[src/rtl/fft_2d_seq_ctrl_pkg.sv]
// -----------------------------------------------------------------------------
// fft_2d_seq_ctrl_pkg
// Shared definitions for the 4x4 two-pass 2D FFT sequencer: the input-select
// bus type and its codes, the controller state encodings, the reset-enable
// level, and the state-to-select decode used by the controller.
// -----------------------------------------------------------------------------
package fft_2d_seq_ctrl_pkg;

    // Input-selection bus: which source feeds the FFT core.
    typedef logic [2:0] sel_bus_t;

    localparam sel_bus_t SEL_ORIG = 3'd0;  // original input frame
    localparam sel_bus_t SEL_RT   = 3'd1;  // data returned from the row pass

    // Controller states.
    typedef enum logic [1:0] {
        ST_IDLE = 2'd0,
        ST_ROW  = 2'd1,
        ST_COL  = 2'd2,
        ST_DONE = 2'd3
    } state_t;

    // Level of the reset input that forces the controller to IDLE.
    localparam logic RESET_ACTIVE = 1'b1;

    // Column pass and the finished frame both look at the returned data.
    function automatic sel_bus_t state_sel(input state_t st);
        return (st == ST_COL || st == ST_DONE) ? SEL_RT : SEL_ORIG;
    endfunction

endpackage

[src/rtl/fft_2d_seq_ctrl_if.sv]
// -----------------------------------------------------------------------------
// fft_2d_seq_ctrl_if
// Handshake and strobe bundle between the FFT sequencer and its surroundings.
//   in_valid/in_ready   : frame handshake from upstream
//   in_ld_en            : input frame register bank load strobe
//   sel                 : input-selection code for the core
//   core_en             : FFT core enable
//   rt_ld_en            : returned-data register bank capture strobe
//   out_valid/out_ready : finished frame handshake to downstream
//   flush               : synchronous abort to IDLE
//   busy                : controller not in IDLE
//   frame_cnt           : completed-frame counter
// Modports: master = surrounding logic, slave = sequencer.
// -----------------------------------------------------------------------------
interface fft_2d_seq_ctrl_if
    import fft_2d_seq_ctrl_pkg::*;
#(
    parameter int FCNT_W = 16
);
    logic              in_valid;
    logic              in_ready;
    logic              in_ld_en;
    sel_bus_t          sel;
    logic              core_en;
    logic              rt_ld_en;
    logic              out_valid;
    logic              out_ready;
    logic              flush;
    logic              busy;
    logic [FCNT_W-1:0] frame_cnt;

    modport master (
        output in_valid, out_ready, flush,
        input  in_ready, in_ld_en, sel, core_en, rt_ld_en, out_valid, busy, frame_cnt
    );

    modport slave (
        input  in_valid, out_ready, flush,
        output in_ready, in_ld_en, sel, core_en, rt_ld_en, out_valid, busy, frame_cnt
    );
endinterface

[src/rtl/fft_2d_seq_ctrl_lat_cnt.sv]
// -----------------------------------------------------------------------------
// fft_lat_cnt
// Loadable down-counter that times one FFT core pass. Shared by the row and
// column passes.
//   clk, reset : clock, synchronous reset (level RESET_ACTIVE)
//   clr        : synchronous clear to 0 (abort)
//   load       : load load_val (takes priority over en)
//   load_val   : value to load
//   en         : decrement by one
//   zero       : counter currently holds 0
// -----------------------------------------------------------------------------
module fft_lat_cnt
    import fft_2d_seq_ctrl_pkg::*;
#(
    parameter int W = 2
) (
    input  logic         clk,
    input  logic         reset,
    input  logic         clr,
    input  logic         load,
    input  logic [W-1:0] load_val,
    input  logic         en,
    output logic         zero
);
    logic [W-1:0] cnt;

    // NOTE: sequential state is assigned with <= so every flop samples the
    // pre-edge values, independent of block ordering.
    always_ff @(posedge clk) begin
        if (reset == RESET_ACTIVE || clr) begin
            cnt <= '0;
        end else if (load) begin
            cnt <= load_val;
        end else if (en) begin
            cnt <= cnt - 1'b1;
        end
    end

    assign zero = (cnt == '0);
endmodule

[src/rtl/fft_2d_seq_ctrl.sv]
// -----------------------------------------------------------------------------
// fft_2d_seq_ctrl
// Sequencer for the 4x4 two-pass 2D FFT datapath. Accepts one frame, runs a
// row pass on the original inputs (sel=0) and a column pass on the returned
// data (sel=1), each lasting CORE_LAT cycles, strobes capture of the row-pass
// result, then holds the finished frame until downstream accepts it.
//   clk   : system clock
//   reset : synchronous active-high reset
//   bus   : handshake/strobe bundle (slave side)
// Parameters:
//   CORE_LAT : FFT core latency per pass, 1..15
//   FCNT_W   : completed-frame counter width
// -----------------------------------------------------------------------------
module fft_2d_seq_ctrl
    import fft_2d_seq_ctrl_pkg::*;
#(
    parameter int CORE_LAT = 2,
    parameter int FCNT_W   = 16
) (
    input  logic                clk,
    input  logic                reset,
    fft_2d_seq_ctrl_if.slave    bus
);
    if (CORE_LAT < 1 || CORE_LAT > 15) begin : g_bad_core_lat
        $error("fft_2d_seq_ctrl: CORE_LAT must be in 1..15");
    end

    localparam int          LW       = $clog2(CORE_LAT + 1);
    localparam logic [LW-1:0] LAT_LOAD = LW'(CORE_LAT - 1);

    state_t            state, state_nxt;
    logic              in_rst;
    logic              cnt_clr, cnt_load, cnt_en, cnt_zero;
    logic              frame_inc;
    logic [FCNT_W-1:0] frame_cnt;

    assign in_rst = (reset == RESET_ACTIVE);

    fft_lat_cnt #(.W(LW)) u_lat_cnt (
        .clk      (clk),
        .reset    (reset),
        .clr      (cnt_clr),
        .load     (cnt_load),
        .load_val (LAT_LOAD),
        .en       (cnt_en),
        .zero     (cnt_zero)
    );

    always_ff @(posedge clk) begin
        if (in_rst) begin
            state <= ST_IDLE;
        end else begin
            state <= state_nxt;
        end
    end

    // NOTE: every signal written here gets a default first, so no path can
    // leave it unassigned and infer a latch.
    always_comb begin
        state_nxt = state;
        cnt_clr   = 1'b0;
        cnt_load  = 1'b0;
        cnt_en    = 1'b0;
        frame_inc = 1'b0;

        // Abort wins over any pending transition, including a DONE handshake.
        if (bus.flush && state != ST_IDLE) begin
            state_nxt = ST_IDLE;
            cnt_clr   = 1'b1;
        end else begin
            unique case (state)
                ST_IDLE: begin
                    if (bus.in_ld_en) begin
                        state_nxt = ST_ROW;
                        cnt_load  = 1'b1;
                    end
                end
                ST_ROW: begin
                    if (cnt_zero) begin
                        state_nxt = ST_COL;
                        cnt_load  = 1'b1;
                    end else begin
                        cnt_en = 1'b1;
                    end
                end
                ST_COL: begin
                    if (cnt_zero) begin
                        state_nxt = ST_DONE;
                    end else begin
                        cnt_en = 1'b1;
                    end
                end
                ST_DONE: begin
                    if (bus.out_ready) begin
                        state_nxt = ST_IDLE;
                        frame_inc = 1'b1;
                    end
                end
                default: state_nxt = ST_IDLE;
            endcase
        end
    end

    always_ff @(posedge clk) begin
        if (in_rst) begin
            frame_cnt <= '0;
        end else if (frame_inc) begin
            frame_cnt <= frame_cnt + 1'b1;
        end
    end

    // State-decoded outputs; all forced low while reset is asserted so a
    // frame abandoned by reset never presents out_valid or a strobe.
    assign bus.in_ready  = (state == ST_IDLE) & ~in_rst;
    assign bus.in_ld_en  = bus.in_valid & bus.in_ready;
    assign bus.sel       = in_rst ? SEL_ORIG : state_sel(state);
    assign bus.core_en   = ~in_rst & (state == ST_ROW || state == ST_COL);
    assign bus.out_valid = ~in_rst & (state == ST_DONE);
    assign bus.busy      = ~in_rst & (state != ST_IDLE);
    // Last row-pass cycle: row results are valid at the core output.
    assign bus.rt_ld_en  = ~in_rst & (state == ST_ROW) & cnt_zero;
    assign bus.frame_cnt = frame_cnt;
endmodule

[src/flat_wrapper.sv]
// flat-port wrapper written by rule: the top's interface ports become plain ports
module fft_2d_seq_ctrl_flat import fft_2d_seq_ctrl_pkg::*;
#(
    parameter int CORE_LAT = 2,
    parameter int FCNT_W   = 16
)
  (clk, reset, bus_in_valid, bus_out_ready, bus_flush, bus_in_ready, bus_in_ld_en, bus_sel, bus_core_en, bus_rt_ld_en, bus_out_valid, bus_busy, bus_frame_cnt);
  fft_2d_seq_ctrl_if #(.FCNT_W(FCNT_W)) bus_i ();
  input  logic clk;
  input  logic reset;
  input wire logic [$bits(bus_i.in_valid)-1:0] bus_in_valid;
  input wire logic [$bits(bus_i.out_ready)-1:0] bus_out_ready;
  input wire logic [$bits(bus_i.flush)-1:0] bus_flush;
  output wire logic [$bits(bus_i.in_ready)-1:0] bus_in_ready;
  output wire logic [$bits(bus_i.in_ld_en)-1:0] bus_in_ld_en;
  output wire logic [$bits(bus_i.sel)-1:0] bus_sel;
  output wire logic [$bits(bus_i.core_en)-1:0] bus_core_en;
  output wire logic [$bits(bus_i.rt_ld_en)-1:0] bus_rt_ld_en;
  output wire logic [$bits(bus_i.out_valid)-1:0] bus_out_valid;
  output wire logic [$bits(bus_i.busy)-1:0] bus_busy;
  output wire logic [$bits(bus_i.frame_cnt)-1:0] bus_frame_cnt;
  assign bus_i.in_valid = bus_in_valid;
  assign bus_i.out_ready = bus_out_ready;
  assign bus_i.flush = bus_flush;
  assign bus_in_ready = bus_i.in_ready;
  assign bus_in_ld_en = bus_i.in_ld_en;
  assign bus_sel = bus_i.sel;
  assign bus_core_en = bus_i.core_en;
  assign bus_rt_ld_en = bus_i.rt_ld_en;
  assign bus_out_valid = bus_i.out_valid;
  assign bus_busy = bus_i.busy;
  assign bus_frame_cnt = bus_i.frame_cnt;
  fft_2d_seq_ctrl #(.CORE_LAT(CORE_LAT), .FCNT_W(FCNT_W)) u_core (.clk(clk), .reset(reset), .bus(bus_i));
endmodule
[config.mk]
export PLATFORM = sky130hd
export DESIGN_NAME = fft_2d_seq_ctrl_flat
export DESIGN_NICKNAME = d
export VERILOG_FILES = /design/src/rtl/fft_2d_seq_ctrl_pkg.sv /design/src/rtl/fft_2d_seq_ctrl_if.sv /design/src/rtl/fft_2d_seq_ctrl_lat_cnt.sv /design/src/rtl/fft_2d_seq_ctrl.sv /design/src/flat_wrapper.sv
export SDC_FILE = /design/constraint.sdc
export NUM_CORES = 1
export LEC_CHECK = 0
export BUFFER_PORTS_ARGS = -buffer_cell sky130_fd_sc_hd__buf_2
export CAP_MARGIN = 25
export CORE_MARGIN = 2
export CORE_UTILIZATION = 45
export DETAILED_ROUTE_END_ITERATION = 8
export HOLD_SLACK_MARGIN = 0.15
export PLACE_DENSITY = 0.67
export SETUP_SLACK_MARGIN = 0.15
export SLEW_MARGIN = 30
export SYNTH_ARGS = -nofsm -noshare
export SYNTH_HDL_FRONTEND = slang
export SYNTH_SLANG_ARGS = --single-unit
export TNS_END_PERCENT = 30
[constraint.sdc]
create_clock -name clk -period 2.39 [get_ports clk]
set_input_delay 0.1195 -clock clk [delete_from_list [all_inputs] [get_ports clk]]
set_output_delay 0.1195 -clock clk [all_outputs]
set_load 0.005 [all_outputs]
==> summary.md, run 1 <==
| Metric | Value |
|---|---|
| Hold wc startpoint | reset |
| #FFs+latches synth | 20 |
| Final setup fails | 0 |
| Register area share after synthesis | 36.3% |
| Die Wd | 53.5 microns |
| Maxcap violations | 0 |
| Sw Pwr | 0.311 mW |
| Cell area after layout | 1280 sq um |
| Max Clock Skew | 7.34 ps |
| P_int | 0.602 mW |
| Net Sw Frac | 34.1% |
| Max_slew headroom | 65.3% |
| Clock tree buffer depth | 2 |
| DRC Markers | 0 |
| Slew Viols, Final | 0 |
| Gr usage total | 18.0% |
| Outcome | finished, final reports clean |
| Peak Freq | 0.490 GHz |
| Crit Path Max Fanout | 8 |
| Async S/R FF share, synth | 0% |
| Ant diodes | 0 |
| Synth Flop Type | dfxtp_1 |
| Clock share of power | 21.8% |
| Post-layout util | 56.1% |
| Wirelength per Cell | 12.2 microns |
| Synth area leaders | dfxtp_1, ha_1, nor2_1 |
| Post-CTS Setup Repair Bufs | 0 |
| Post-CTS sizing | 0 |
| Hold_ws | 206 ps |
| Combinational Power Share | 36.8% |
| Via-to-Cell Ratio | 5.31 |
| Hold depth | 2 |
| TritonCTS Sinks | 20 |
| Post-place setup slack | 369 ps |
| Synth Warn # | 0 |
| RSZ-0062 raised after global routing | no |
| Worst Hold End | u_core.bus.frame_cnt[0] |
| Clock H-tree levels | 1 |
| Die Y-Extent | 53.5 microns |
| CTS tree | done |
| Leak | 0.535 nW |
| ANT nets after route | 0 |
| Period utilisation layout | 85.3% |
| Layout area overhead | 15.8% |
| Worst-path clk slew | 120 ps |
| First-pass GRT wire length | 3750 microns |
| Worst reg2reg endpoint | u_core.bus.frame_cnt[14] |
| Root Driver | clkbuf_4 |
| Die area | 2860 sq um |
| Post-synth top cells | dfxtp_1, nor2_1, a21oi_1, nand2_1 |
| Fillers | 223 |
| Post-Synthesis Cells | 135 |
| Via count | 1,004 |
| Starting Density | 48.5% |
| Synth area leader | dfxtp_1 |
| Clk Latency, worst-skew pair | 300 ps |
| # rows | 17 |
| Vias in the first global route | 923 |
| Post-Route WL | 2320 microns |
| 1st-pass router iterations | 4 |
| # port buffers | 27 |
| Peak supply drop | 0.000542 V |
| Critical Path AT | 2290 ps |
| GP Congestion | 0.748 |
| Fin. Hold Viols | 0 |
| Core Area | 2280 sq um |
| Setup CP Type | register to register |
| GRT overflow | 0 |
| Reg-to-Reg Start | u_core.state[0] |
| Met3 Usage GRT | 5.08% |
| Reg2reg setup slack | 350 ps |
| Syn_area_per_cell | 8.17 sq um |
| Met2 GRT Util | 35.0% |
| Setup TNS | 0 ps |
| Post-synth cell types | 33 |
| Worst R2R Path Depth | 6 |
| Post-synth EDFFs | 0 |
| Placed inst area | 1230 sq um |
| Post-synth top area share | 36.3% |
| Final min period | 2040 ps |
| Most frequent cell after synthesis | dfxtp_1 |
| Initial antenna violation count | 0 |
| Met1 usage | 18.8% |
| Sequential power share | 41.4% |
| Total CTS buffers | 3 |
| WP data required | 2640 ps |
| Worst Setup Start Kind | register |
| Post-synthesis instance area | 1100 sq um |
| Worst slew pin tran | 520 ps |
| Crit. End Element | register |
| Layout cells sized above 1 | 21.7% |
| Final net count | 174 |
| Largest net degree at the start of global routing | 25 |
| PD cells | 715 nW/um^2 |
| Slack of the critical path | 350 ps |
| DP Wirelength | 1750 microns |
| Worst min path class | input port to register |
| Iteration-0 DRC count of the detailed router | 15 |
| GR peak layer | met2 |
| I/O pin count | 30 |
power by group through the flow:
stage                     sequential (mW)  clock, mW  combinational, mW
after global placement              0.384          0              0.321
final                               0.378      0.199              0.336
after CTS                           0.378      0.207              0.339
after detailed placement            0.385          0              0.336
after global routing                0.382      0.221              0.380
after floorplan                     0.382          0              0.254
final cells by class:
class	instances	area, sq um	share of cell area, %
well taps	28	35.0	2.74
inverters	7	26.3	2.06
clock buffers	4	36.3	2.84
repair buffers	29	153	11.9
multi-input cells	101	627	49.1
flip-flops and latches	20	400	31.3
repair_timing:
action                                  in CTS  in global routing
hold buffers                                 1                  0
hold endpoints to repair                     2                  0
endpoints found under the setup margin       0                  0
state kept, by name, indices dropped and copies added, names as in the netlist:
| signal | count |
|---|---|
| u_core.bus.frame_cnt | 16 |
| u_core.state | 2 |
| u_core.u_lat_cnt.cnt | 2 |
kinds of logic after synthesis:
family          share of synthesized area [%]
simple gates                             28.2
compound gates                           14.3
flops                                    36.3
buf+inv                                  7.26
fa+ha+maj                                7.94
xor+xnor                                 4.76
other cells                             0.340
mux                                     0.907
stage by stage:
stage               instances  total power, mW
floorplan                 136            0.636
CTS                       189            0.924
global placement          184            0.705
finish                    189            0.913
global route              189            0.982
detailed placement        184            0.721
routing by layer:
metal,wire length [microns],vias to the layer above
li1,-,517
met1,1030,463
met2,1170,22
met3,98,2
met4,14,0
met5,0,-
cells in the final DEF (no fill, tap or decap), drive strengths merged, types with 6 or more instances in the layout:
cell type and n:
inv 7, or3 6, ha 7, o21ai 6, nand3 6, nand2 11, a21oi 11, nor2 16
dfxtp 20, buf 28
worst max-delay path: stages, from the launching register on:
cell and delay (ps):
dfxtp_1 350, inv_1 110, ha_1 240, nor2b_1 120, or3_1 480, or4_1 530
a21oi_1 150
worst max-delay path by stage:
stage | start | end | slack [ps] | cells after the start
2_1_floorplan | u_core.state[0] | u_core.bus.frame_cnt[12] | 400 | 8
3_3_place_gp | u_core.state[0] | u_core.bus.frame_cnt[14] | 450 | 6
3_5_place_dp | u_core.state[0] | u_core.bus.frame_cnt[12] | 370 | 6
4_1_cts | u_core.state[0] | u_core.bus.frame_cnt[12] | 340 | 6
5_1_grt | u_core.state[1] | u_core.bus.frame_cnt[14] | 210 | 5
6_report | u_core.state[0] | u_core.bus.frame_cnt[14] | 350 | 6
Note: power is estimated with default switching activity, not from simulation.
==> inputs of run 2 (changes only) <==
--- a/config.mk
+++ b/config.mk
@@ -8,10 +8,10 @@
 export BUFFER_PORTS_ARGS = -buffer_cell sky130_fd_sc_hd__buf_2
 export CAP_MARGIN = 25
 export CORE_MARGIN = 2
-export CORE_UTILIZATION = 45
+export CORE_UTILIZATION = 51
 export DETAILED_ROUTE_END_ITERATION = 8
 export HOLD_SLACK_MARGIN = 0.15
-export PLACE_DENSITY = 0.67
+export PLACE_DENSITY = 0.75
 export SETUP_SLACK_MARGIN = 0.15
 export SLEW_MARGIN = 30
 export SYNTH_ARGS = -nofsm -noshare
==> run 2 against run 1 <==
  * Die area fell by 11%
  * Utilization rose by 8.4 points
  * Routed wire length fell by 0.17%
  * Clock-buffer cell count fell by 1
  * Non-clock buffer count did not move
  * Global-route usage rose by 2.6 points
  * Sequential share of layout area fell by 0.36 points
  * Clock power rose by 43%
  * Total power rose by 9.5%
  * Via count rose by 1.1%
  * Critical path depth fell by 1
  * Sequential power barely moved
==> summary.md, run 2 (synthesis gave the netlist of run 1 again) <==
| Metric | Value |
|---|---|
| Biggest regs | u_core.bus.frame_cnt: 16 flops, u_core.state: 2 flops, u_core.u_lat_cnt.cnt: 2 flops |
| Crit-path slowest cell | or4_1 |
| Top reg by flops | u_core.bus.frame_cnt |
| Crit. End Element | register |
| Via-to-Cell Ratio | 5.40 |
| Initial antenna violation count | 0 |
| Worst Path Buf+Inv | 0 |
| Wirelength per Cell | 12.3 microns |
| Crit Path Max Fanout | 8 |
| GRT overflow | 0 |
| Crit-path cells | ha_1, nand2_1, or3_1, or4_1, a21oi_1 |
| Critical Path AT | 2290 ps |
| Most frequent cells in the layout | buf_2, dfxtp_1, nor2_1 |
| Iteration-0 DRC count of the detailed router | 12 |
| Most common cell after layout, fill and taps aside | buf_2 |
| Layout cells sized above 1 | 21.7% |
| Clock tree buffer depth | 2 |
| Final min period | 2050 ps |
| Vias in the first global route | 971 |
| Die Y-Extent | 50.5 microns |
| Peak supply drop | 0.000578 V |
| Total CTS buffers | 3 |
| DRC Markers | 0 |
| Worst min path class | input port to register |
| Met3 Usage GRT | 3.87% |
| Post-place setup slack | 387 ps |
| Die area | 2550 sq um |
| Worst Setup Start Kind | register |
| Clk Latency, worst-skew pair | 310 ps |
| Core Area | 2000 sq um |
| Setup TNS | 0 ps |
| Ant diodes | 0 |
| Post-Route WL | 2310 microns |
| DP Wirelength | 1750 microns |
| Post-CTS sizing | 0 |
| WP data required | 2640 ps |
| Outcome | finished, final reports clean |
| Setup CP Type | register to register |
| Starting Density | 55.1% |
| I/O pin count | 30 |
| Met2 GRT Util | 34.4% |
| Die Wd | 50.5 microns |
| Slew Viols, Final | 0 |
| TritonCTS Sinks | 20 |
| 1st-pass router iterations | 4 |
| GR peak layer | met2 |
| Post-CTS Setup Repair Bufs | 0 |
| Worst-path clk slew | 120 ps |
| Via count | 1,015 |
| Peak Freq | 0.489 GHz |
| Maxcap violations | 0 |
| Max Clock Skew | 0.838 ps |
| Leak | 0.542 nW |
| Final setup fails | 0 |
| Crit path largest cell delay | 530 ps |
| CTS tree | done |
| Gr usage total | 20.6% |
| Period utilisation layout | 85.6% |
| # rows | 16 |
| CTS Hold Buffers Added | 1 |
| Layout area overhead | 17.1% |
| # port buffers | 27 |
| Final net count | 174 |
| RSZ-0062 raised after global routing | no |
| ANT nets after route | 0 |
| First-pass GRT wire length | 4060 microns |
| Largest net degree at the start of global routing | 25 |
| Slack of the critical path | 344 ps |
| Clock H-tree levels | 1 |
| Root Driver | clkbuf_4 |
| PD cells | 774 nW/um^2 |
| Fin. Hold Viols | 0 |
| Crit path max-delay family | simple AND/OR/NAND/NOR gates |
| Met1 usage | 26.0% |
| GP Congestion | 0.818 |
| Flip-flop count of the largest register after layout | 16 |
==> run 2: worst paths after layout <==
path                             from                  endpoint  slack (ps)  cells past startpoint
max                   u_core.state[0]  u_core.bus.frame_cnt[14]         340                      5
min                             reset   u_core.bus.frame_cnt[0]         210                      2
max reg2reg           u_core.state[0]  u_core.bus.frame_cnt[14]         340                      5
min reg2reg  u_core.bus.frame_cnt[15]  u_core.bus.frame_cnt[15]         500                      2
==> run 2: power by group <==
group / internal, mW / switching (mW)
Clock: 0.170 / 0.115
Sequential: 0.360 / 0.0190
Combinational: 0.149 / 0.187
Total: 0.679 / 0.321
==> run 2: area by class of cell <==
type                            instances  area (sq um)
Tap cell                               27          33.8
Sequential cell                        20           400
Fill cell                             196           709
Multi-Input combinational cell        101           627
Inverter                                7          26.3
Clock inverter                          1          30.0
Timing Repair Buffer                   29           153
Clock buffer                            3          22.5
==> run 2: metal layers <==
layer  part of all wire (%)  vias up
met5                      0        -
met4                    1.3        0
met3                    4.8        4
met2                     48       22
met1                     46      469
li1                       -      520
==> run 2: stage by stage <==
step                util (%)  cell area [sq um]  hold slack [ps]  std cells  total power [mW]
finish                  64.6               1290              214        188              1.00
global route            64.6               1290              243        188              1.08
CTS                     64.6               1290              202        188              1.00
detailed placement      61.4               1230              432        183             0.719
global placement        61.4               1230              423        183             0.706
floorplan                  -               1110              269        136             0.636
